`src/rtl/phim8_onehot_if.sv`:
```
// Key conditioner bus: raw key lines in, accepted one-hot key and strobes out.
// The conditioner owns the master side; the key source / encoder owns the slave side.
interface phim8_onehot_if;
  logic [7:0] btn;
  logic [7:0] onehot;
  logic       press_pulse;
  logic       release_pulse;
  logic       held;

  modport master (
    input  btn,
    output onehot,
    output press_pulse,
    output release_pulse,
    output held
  );

  modport slave (
    output btn,
    input  onehot,
    input  press_pulse,
    input  release_pulse,
    input  held
  );
endinterface

```
`src/rtl/phim8_onehot.sv`:
```
// Eight-key synchroniser/debouncer feeding an 8-to-3 encoder.
// Only a single stable key is ever presented as a one-hot code.
module phim8_onehot #(
  parameter int DEB_CYCLES = 16
) (
  input logic            clk,
  input logic            rst_n,
  phim8_onehot_if.master bus
);

  localparam int CW = $clog2(DEB_CYCLES + 1);
  localparam logic [CW-1:0] DEB_MAX = CW'(DEB_CYCLES);
  localparam logic [CW-1:0] CNT_ONE = CW'(1);

  typedef enum logic [1:0] {
    S_IDLE,
    S_DEBOUNCE,
    S_HOLD,
    S_RELEASE
  } state_t;

  state_t        state;
  logic [7:0]    q1;
  logic [7:0]    s;
  logic [7:0]    cand;
  logic [CW-1:0] cnt;
  logic [7:0]    onehot_q;
  logic          press_q;
  logic          release_q;
  logic          s_onehot;
  logic          s_zero;

  assign s_zero   = (s == 8'h00);
  assign s_onehot = !s_zero && ((s & (s - 8'h01)) == 8'h00);

  always_ff @(posedge clk or negedge rst_n) begin
    if (!rst_n) begin
      state     <= S_IDLE;
      q1        <= 8'h00;
      s         <= 8'h00;
      cand      <= 8'h00;
      cnt       <= '0;
      onehot_q  <= 8'h00;
      press_q   <= 1'b0;
      release_q <= 1'b0;
    end else begin
      q1        <= bus.btn;
      s         <= q1;
      press_q   <= 1'b0;
      release_q <= 1'b0;
      unique case (state)
        S_IDLE: begin
          if (s_onehot) begin
            cand  <= s;
            cnt   <= CNT_ONE;
            state <= S_DEBOUNCE;
          end
        end
        S_DEBOUNCE: begin
          if (s != cand) begin
            cnt   <= '0;
            state <= S_IDLE;
          end else if (cnt == DEB_MAX) begin
            onehot_q <= cand;
            press_q  <= 1'b1;
            cnt      <= '0;
            state    <= S_HOLD;
          end else begin
            cnt <= cnt + CNT_ONE;
          end
        end
        S_HOLD: begin
          // extra or swapped keys are ignored until a full release
          if (s_zero) begin
            cnt   <= CNT_ONE;
            state <= S_RELEASE;
          end
        end
        S_RELEASE: begin
          if (!s_zero) begin
            cnt   <= '0;
            state <= S_HOLD;
          end else if (cnt == DEB_MAX) begin
            onehot_q  <= 8'h00;
            release_q <= 1'b1;
            cnt       <= '0;
            state     <= S_IDLE;
          end else begin
            cnt <= cnt + CNT_ONE;
          end
        end
        default: state <= S_IDLE;
      endcase
    end
  end

  assign bus.onehot        = onehot_q;
  assign bus.press_pulse   = press_q;
  assign bus.release_pulse = release_q;
  assign bus.held          = (state == S_HOLD) || (state == S_RELEASE);

endmodule

```
`src/flat_wrapper.sv`:
```
// flat-port wrapper written by rule: the top's interface ports become plain ports
module phim8_onehot_flat 
#(
  parameter int DEB_CYCLES = 16
)
  (clk, rst_n, bus_btn, bus_onehot, bus_press_pulse, bus_release_pulse, bus_held);
  phim8_onehot_if bus_i ();
  input logic clk;
  input logic rst_n;
  input wire logic [$bits(bus_i.btn)-1:0] bus_btn;
  output wire logic [$bits(bus_i.onehot)-1:0] bus_onehot;
  output wire logic [$bits(bus_i.press_pulse)-1:0] bus_press_pulse;
  output wire logic [$bits(bus_i.release_pulse)-1:0] bus_release_pulse;
  output wire logic [$bits(bus_i.held)-1:0] bus_held;
  assign bus_i.btn = bus_btn;
  assign bus_onehot = bus_i.onehot;
  assign bus_press_pulse = bus_i.press_pulse;
  assign bus_release_pulse = bus_i.release_pulse;
  assign bus_held = bus_i.held;
  phim8_onehot #(.DEB_CYCLES(DEB_CYCLES)) u_core (.clk(clk), .rst_n(rst_n), .bus(bus_i));
endmodule
```
`config.mk`:
```
export PLATFORM = sky130hd
export DESIGN_NAME = phim8_onehot_flat
export DESIGN_NICKNAME = d
export VERILOG_FILES = /design/src/rtl/phim8_onehot_if.sv /design/src/rtl/phim8_onehot.sv /design/src/flat_wrapper.sv
export SDC_FILE = /design/constraint.sdc
export NUM_CORES = 1
export LEC_CHECK = 0
export CORE_ASPECT_RATIO = 1.1
export CORE_MARGIN = 4
export CORE_UTILIZATION = 57
export DETAILED_ROUTE_END_ITERATION = 7
export DONT_BUFFER_PORTS = 1
export GPL_ROUTABILITY_DRIVEN = 0
export GPL_TIMING_DRIVEN = 0
export PLACE_DENSITY = 0.83
export SYNTH_ARGS = -nofsm -noshare
export SYNTH_HDL_FRONTEND = slang
export SYNTH_SLANG_ARGS = --single-unit
```
`constraint.sdc`:
```
create_clock -name clk -period 5.9 [get_ports clk]
set_input_delay 1.18 -clock clk [delete_from_list [all_inputs] [get_ports clk]]
set_output_delay 1.18 -clock clk [all_outputs]
set_load 0.005 [all_outputs]
```
# Word-level counts from Yosys, hierarchy flattened
# Index checks and enable logic that the tools add are counted.
# totals
word_cells	58
input_bits	10
out_inout_bits	11
reg_bits	41
# classes
add_sub_neg	2
n_mux	23
bitwise	1
reduce_logical	11
eq_ne	13
# op_table
cell	count
8-bit two-way mux	4
5-bit two-way mux	5
5-bit case mux with 4 select lines	1
8-bit logical NOT	2
8-bit case mux with 2 select lines	1
2-bit two-way mux	6
2-bit by 1-bit != test with 1-bit output, second input constant	5
8-bit bitwise AND	1
8-bit != test	1
2-bit case mux with 4 select lines	1
8-bit by 1-bit subtractor with 8-bit output, second input constant	1
5-bit by 1-bit adder with 5-bit output, second input constant	1
5-bit equality test, second input constant	1
1-bit two-way mux	5
5-bit AND reduction	1
2-bit equality test, second input constant	2
2-bit AND reduction	2
4-bit AND reduction	1
3-bit by 1-bit != test with 1-bit output, second input constant	1
3-bit != test, second input constant	1
2-bit by 1-bit equality test with 1-bit output, second input constant	1
2-bit logical NOT	1
2-bit != test, second input constant	1
2-bit nonzero test	1
other kinds (3)	3

# Depth between registers and ports, before layout
# Gate-level depths: netlist of run 1.
# logic_depth
ltp_word	6
mapped_depth	7
ltp_nobuf	6

# Worst setup path after synthesis of run 1
# OpenSTA, ideal clock, no wires.
# synth_timing
path_type	register to register
from	reg u_core.s[0]
to	reg u_core.cand[0]
t_required_ns	5.775
period_less_slack_ns	2.204
setup_time_ns	0.125
path_buffers	0
arrival_time_ns	2.079
stages_incl_launch_ff	6
setup_slack_ns	3.696
path_cell_list	dfrtp_1 > or4_4 > mux2_4 > o31ai_4 > nor2_8 > mux2_4
# synth_between
elab_chain_len	5
elab_cells_between_ends	7
cone_classes	1 x add/sub; 1 x bitwise; 5 x reduce/logical
# synth_lines
element	line	source
start: declaration	phim8_onehot.sv:24	logic [7:0] s;
start signal: assignment	phim8_onehot.sv:48	s <= q1;
8-bit by 1-bit subtractor with 8-bit output	phim8_onehot.sv:34	assign s_onehot = !s_zero && ((s & (s - 8'h01)) == 8'h00);
8-bit bitwise AND	phim8_onehot.sv:34	
8-bit logical NOT	phim8_onehot.sv:34	
1-bit logical AND	phim8_onehot.sv:34	
2-bit AND reduction (no line)	n/a	
end signal: assignment	phim8_onehot.sv:54	cand <= s;
end: declaration	phim8_onehot.sv:25	logic [7:0] cand;
# Parallel ways exist; a longest one is shown, timed or not.
# A chain may end at the register's enable or synchronous reset.

# Final worst setup path of run 1
# Same ends and word-level chain as after synthesis.

==> results of run 1 <==
-- stage by stage --
step / setup slack (ns) / cell area (sq um) / instances
3_3_place_gp: 3.60 / 1800 / 179
2_1_floorplan: 3.70 / 1750 / 146
6_report: 3.53 / 1850 / 187
3_5_place_dp: 3.56 / 1800 / 179
5_1_grt: 3.38 / 1850 / 187
4_1_cts: 3.53 / 1850 / 187
-- cell usage in the layout (no fill, tap or decap) --
cell        n
o211ai_1    1
nand2b_1    1
and3_1      2
clkinv_2    2
a21o_1      1
o31ai_4     1
a211o_1     2
nor3b_1     1
nand4_1     9
mux2_4      9
ha_1        2
nor4b_1     1
nor3_1      2
o22ai_1     3
nand3_1     8
o21ai_1     1
or4_4       1
a21oi_1     2
dfrtp_1    41
inv_1      10
o21ai_0    10
clkbuf_1    7
a2bb2oi_1   1
nor2_8      1
nor2_1      4
xnor2_1     9
nor4_1      4
clkbuf_4    5
a21boi_0    1
nor2b_1     3
o21a_1      1
nand3b_1    1
nand2_1     6
and2_1      1
-- synth_stat cells (2+ instances only) --
| master | number |
|---|---|
| dfrtp_1 | 41 |
| inv_1 | 10 |
| o21ai_0 | 10 |
| mux2_4 | 9 |
| nand4_1 | 9 |
| xnor2_1 | 9 |
| nand3_1 | 8 |
| clkbuf_1 | 6 |
| nand2_1 | 6 |
| nor2_1 | 4 |
| nor4_1 | 4 |
| nor2b_1 | 3 |
| o22ai_1 | 3 |
| a211o_1 | 2 |
| a21oi_1 | 2 |
| and3_1 | 2 |
| ha_1 | 2 |
| nor3_1 | 2 |
-- cell type report --
type	count	area, sq um	share of cell area
inverter	10	37.5	0.0203
buffer	6	22.5	0.0122
tap	33	41.3	0.0224
clock buffer	6	41.3	0.0224
sequential	41	1030	0.556
clock inverter	2	10.0	0.00542
multi-input combinational	89	668	0.362
-- per-layer routing --
metal  wire, um  GRT usage
met1       1260      0.209
met2       1490      0.285
met3        161     0.0488
met4         78      0.100
met5          0          0
-- worst paths after layout --
kind	from	end	slack, ns	cells after the start
max	u_core.s[0]$_DFF_PN0_	u_core.cand[0]$_DFFE_PN0P_	3.53	5
min	u_core.q1[7]$_DFF_PN0_	u_core.s[7]$_DFF_PN0_	0.36	0
max reg2reg	u_core.s[0]$_DFF_PN0_	u_core.cand[0]$_DFFE_PN0P_	3.53	5
min reg2reg	u_core.q1[7]$_DFF_PN0_	u_core.s[7]$_DFF_PN0_	0.36	0
max in group asynchronous	rst_n	u_core.cnt[1]$_DFFE_PN0P_	5.30	0
min in group asynchronous	rst_n	u_core.bus.release_pulse$_DFF_PN0_	0.51	0
-- power by group through the flow --
stage	combinational, W	clock [W]	sequential (W)
floorplan	0.0000886	0	0.000343
global placement	0.0000955	0	0.000349
detailed placement	0.000102	0	0.000353
CTS	0.000102	0.000131	0.000347
global route	0.000112	0.000146	0.000352
finish	0.000102	0.000128	0.000348
-- cell families (layout without fill, tap and decap cells) --
logic type,after synthesis,after routing,share of synthesized area
xor gates and xnor gates,9,9,0.0449
and+or+nand+nor,45,45,0.153
buffers and inverters,16,24,0.0342
AOI/OAI and AO/OA,24,24,0.0920
DFF,41,41,0.585
adders and majority gates,2,2,0.0143
muxes,9,9,0.0770
-- registers in the layout, indices dropped and copies added, names as in the netlist --
name,cells
u_core.bus.onehot,8
u_core.bus.press_pulse,1
u_core.bus.release_pulse,1
u_core.cand,8
u_core.cnt,5
u_core.q1,8
u_core.s,8
u_core.state,2
-- worst max-delay path: cells and delay by family (launching register included) --
| family | cells | cell delay [ns] |
|---|---|---|
| muxes | 2 | 0.65 |
| DFF | 1 | 0.45 |
| and+or+nand+nor | 2 | 0.70 |
| AOI/OAI and AO/OA | 1 | 0.47 |
==> flow_summary.ini, run 1 <==
[cells_and_area]
fillCellCount = 226
final_util = 0.647
final_net_count = 165
antennaDiodeCount = 0
layout-drive-gt1-share = 0.123
areaGrowthSynthToFinish_pct = 5.28

[sta]
hold_ws_ns = 0.358
fmax_mhz = 423
grt_setup_unrepaired = false
setup_viol = 0
hold_viol = 0
finalCriticalPeriod_ns = 2.37
worst_slew_pin_slew_ns = 0.482
setup_tns_ns = 0
fin_worst_skew_ns = 0.0142
post-route-period-util = 0.401
relSlewSlack = 0.675
finalMaxSlewViolations = 0

[clock_network]
ctsResizeCount = 0
cts_tree = done
cts_made_buffers = 5
cts_setup_buffers = 0
clk_pin_slew_worst_paths_ns = 0.11
clock_sinks = 41
ctsLongestPathBuffers = 2
ctsHtreeMaxLevel = 2
clkLatencyLatePin_ns = 0.35
clockRootBuffer = clkbuf_4
cts_hold_buf = 0

[detailed_routing]
drt-vias-per-instance = 6.05
vias = 1132
drc = 0
wl_per_cell_um = 16.0
wirelength_um = 2990
first_pass_iters = 4
ant_nets = 0
initialDrtViolationCount = 70

[power_and_ir_drop]
power.ir.vdd_worst_v = 0.000255
p_seq_frac = 0.603
power_density_mw_per_mm2 = 313
switchingPower_w = 0.000158
total_power_w = 0.000577
p_sw_frac = 0.274
clock_power_share = 0.221
p_leak_nw = 0.800
intPower_w = 0.000419
comb_power_share = 0.176

[status]
status = finished clean

[synthesis]
ys_seq_area_frac = 0.585
ys_warn_count = 0
async_flop_share = 1.00
synth_edf_count = 0
synthesis.nets = 158
synthCells = 146
synth_area_leaders = dfrtp_1 58%, mux2_4 7.7%, xnor2_1 4.5%, nand4_1 3.2%, o21ai_0 2.9%
synth_top_cell_by_area = dfrtp_1
yosysUniqueCellTypes = 32
synth_top_area_share = 0.585
synth_flop_cell = dfrtp_1
synth_seq_cells = 41
synth_area_sq_mm = 0.00175
synth_area_per_cell_sq_um = 12.0

[critical_path]
worst_setup_path_start_kind = register
critPathMaxFanout = 8
end_kind = register
max_stage_delay_ns = 0.59
crit_chain = or4_4 > mux2_4 > o31ai_4 > nor2_8 > mux2_4
cp_data_required_time_ns = 6.14
crit_top_cell = mux2_4
worstPathArrival_ns = 2.60
worstSetupPathType = register to register
crit_slowest_cell = or4_4

[floorplanning]
pin_count = 21
start_util = 0.615
die_h_um = 66.2
core_sq_mm = 0.00285
fp-row-count = 20
dieArea_sq_mm = 0.00403
die_width_um = 60.9

[placed_design]
portBuffers = 0
hpwl_um = 2190

[global_route]
antenna_found_initial = 0
track_usage = 0.177
gr-total-overflow = 0
grt_pass1_vias = 1217
grt_pass1_wl_um = 5220
grt_max_degree = 42

[worst_hold_path]
hold_path.class = register to register

[job]
drv_cap = 0
No activity file was read; power rests on OpenSTA's default activity.
==> inputs of run 2 (changes only) <==
- ABC_AREA: unset -> 1
- clock period: 5.9 -> 2.3 ns (I/O delays scaled with it)
==> run 2 against run 1 <==
Register-to-register slack got worse by 3.0 ns. Sequential share of layout area decreased by 7.7 points. Worst setup slack got worse by 3.0 ns. Highest routed layer unchanged. Critical endpoint is now u_core.bus.onehot[5]$_DFFE_PN0P_. Worst hold slack got worse by 0.23 ns.
==> flow_summary.ini, run 2 <==
[floorplanning]
pin_count = 21
die_h_um = 69.8
fp-row-count = 22
dieArea_sq_mm = 0.00448
die_width_um = 64.2
start_util = 0.595
core_sq_mm = 0.00333

[power_and_ir_drop]
clock_power_share = 0.267
p_seq_frac = 0.530
intPower_w = 0.00114
total_power_w = 0.00166
p_sw_frac = 0.312
power_density_mw_per_mm2 = 774
comb_power_share = 0.203
p_leak_nw = 1.08
power.ir.vdd_worst_v = 0.000433
switchingPower_w = 0.000517

[critical_path]
end_kind = register
max_stage_delay_ns = 0.44
crit_chain = inv_1 > ha_1 > nand2_1 > nor3_2 > nand2_1 > nor2_4 > o21ai_4 > buf_6 > nand2_2 > o21ai_2
r2r_cells = 10
critPathMaxFanout = 10
crit_top_cell = nand2_1
worstSetupPathType = register to register
cp_data_required_time_ns = 2.55
worstPathArrival_ns = 2.02
worst_setup_path_start_kind = register
crit_slowest_cell = dfrtp_1

[synthesis]
synth_top_area_share = 0.518
ys_seq_area_frac = 0.518
synth_top_cell_by_area = dfrtp_1
synth_edf_count = 0
synth_seq_cells = 41
synthesis.nets = 246
yosysMostFrequentCell = nand2_1
synthCells = 234
ys_warn_count = 0
synth_area_per_cell_sq_um = 8.46
synth_area_sq_mm = 0.00198
synth_flop_cell = dfrtp_1
async_flop_share = 1.00
synth_area_leaders = dfrtp_1 52%, nand2_1 14%, inv_1 4.7%, nand3_1 4.3%, o21ai_2 3.5%
netlist_top_cells_count = 75 x nand2_1, 41 x dfrtp_1, 25 x inv_1
yosysUniqueCellTypes = 29

[sta]
fin_worst_skew_ns = 0.0105
finalCriticalPeriod_ns = 1.77
setup_viol = 0
fmax_mhz = 566
post-route-period-util = 0.768
hold_ws_ns = 0.131
hold_viol = 0
setup_tns_ns = 0
finalMaxSlewViolations = 0
grt_setup_unrepaired = false
relSlewSlack = 0.801
worst_slew_pin_slew_ns = 0.296

[global_route]
grt_pass1_vias = 1347
grt_pass1_wl_um = 6010
grt_max_degree = 42
gr-total-overflow = 0
antenna_found_initial = 0
track_usage = 0.173

[detailed_routing]
wirelength_um = 3400
vias = 1439
initialDrtViolationCount = 47
drc = 0
wl_per_cell_um = 11.7
ant_nets = 0
first_pass_iters = 4
drt-vias-per-instance = 4.95

[cells_and_area]
antennaDiodeCount = 0
final_cell_mix = 75 x nand2_1, 41 x dfrtp_1, 25 x inv_1
final_common_cell = nand2_1
final_util = 0.644
layout-drive-gt1-share = 0.177
areaGrowthSynthToFinish_pct = 8.21
final_net_count = 255

[worst_hold_path]
hold_path.class = input port to register
min_path_cells = 0

[clock_network]
clockRootBuffer = clkbuf_4
cts_setup_buffers = 0
ctsResizeCount = 0
clkLatencyLatePin_ns = 0.34
ctsHtreeMaxLevel = 2
ctsLongestPathBuffers = 2
clk_pin_slew_worst_paths_ns = 0.12
clock_sinks = 41
cts_made_buffers = 5
cts_tree = done
cts_hold_buf = 2

[job]
drv_cap = 0

[placed_design]
hpwl_um = 2510
portBuffers = 0

[status]
status = finished clean
==> run 2: critical path: cells and delay by family (launching register included) <==
kind / cells / cell delay, ns
AO/OA/AOI/OAI: 2 / 0.15
AND/OR/NAND/NOR: 5 / 0.65
adder cells (fa/ha/maj): 1 / 0.16
buffers and inverters: 2 / 0.28
flip-flops: 1 / 0.44
==> run 2: per-stage QoR <==
step	instance area (sq um)	setup slack, ns	cells
final	2140	0.533	291
after global routing	2140	0.426	291
after CTS	2140	0.545	291
after detailed placement	2040	0.558	282
after global placement	2040	0.613	282
after floorplan	1980	0.779	234
==> run 2: final timing paths <==
check / slack, ns / startpoint / end
worst min register to register: 0.36 / u_core.q1[6]$_DFF_PN0_ / u_core.s[6]$_DFF_PN0_
min in group asynchronous: 0.58 / rst_n / u_core.cand[4]$_DFFE_PN0P_
worst min-delay path: 0.13 / bus_btn[1] / u_core.q1[1]$_DFF_PN0_
worst max register to register: 0.53 / u_core.cnt[0]$_DFFE_PN0P_ / u_core.bus.onehot[5]$_DFFE_PN0P_
max in group asynchronous: 1.51 / rst_n / u_core.cnt[1]$_DFFE_PN0P_
worst max-delay path: 0.53 / u_core.cnt[0]$_DFFE_PN0P_ / u_core.bus.onehot[5]$_DFFE_PN0P_
==> run 2: area by class of cell <==
cell class | count | area [sq um]
multi-input combinational | 159 | 811
buffer | 4 | 31.3
clock inverter | 2 | 35.0
sequential | 41 | 1030
clock buffer | 5 | 37.5
tap | 48 | 60.1
timing repair buffer | 2 | 30.0
fill | 278 | 1190
inverter | 30 | 113
==> run 2: logic make-up after synthesis <==
family,share of synthesized area
adders and majority gates,0.0126
DFF,0.518
xor gates and xnor gates,0.0177
and+or+nand+nor,0.301
AOI/OAI and AO/OA,0.0777
buffers and inverters,0.0726
==> run 2: power by group through the flow <==
| stage | combinational [W] | clock, W | sequential (W) |
|---|---|---|---|
| 2_1_floorplan | 0.000268 | 0 | 0.000870 |
| 3_3_place_gp | 0.000300 | 0 | 0.000885 |
| 3_5_place_dp | 0.000317 | 0 | 0.000891 |
| 4_1_cts | 0.000338 | 0.000455 | 0.000876 |
| 5_1_grt | 0.000385 | 0.000488 | 0.000892 |
| 6_report | 0.000336 | 0.000443 | 0.000879 |
==> run 2: layer usage <==
layer | vias up | global-route usage | share of wire
met5 | - | 0 | 0
li1 | 746 | - | -
met4 | 0 | 0.0563 | 0.0062
met1 | 657 | 0.212 | 0.45
met2 | 34 | 0.286 | 0.49
met3 | 2 | 0.0551 | 0.053
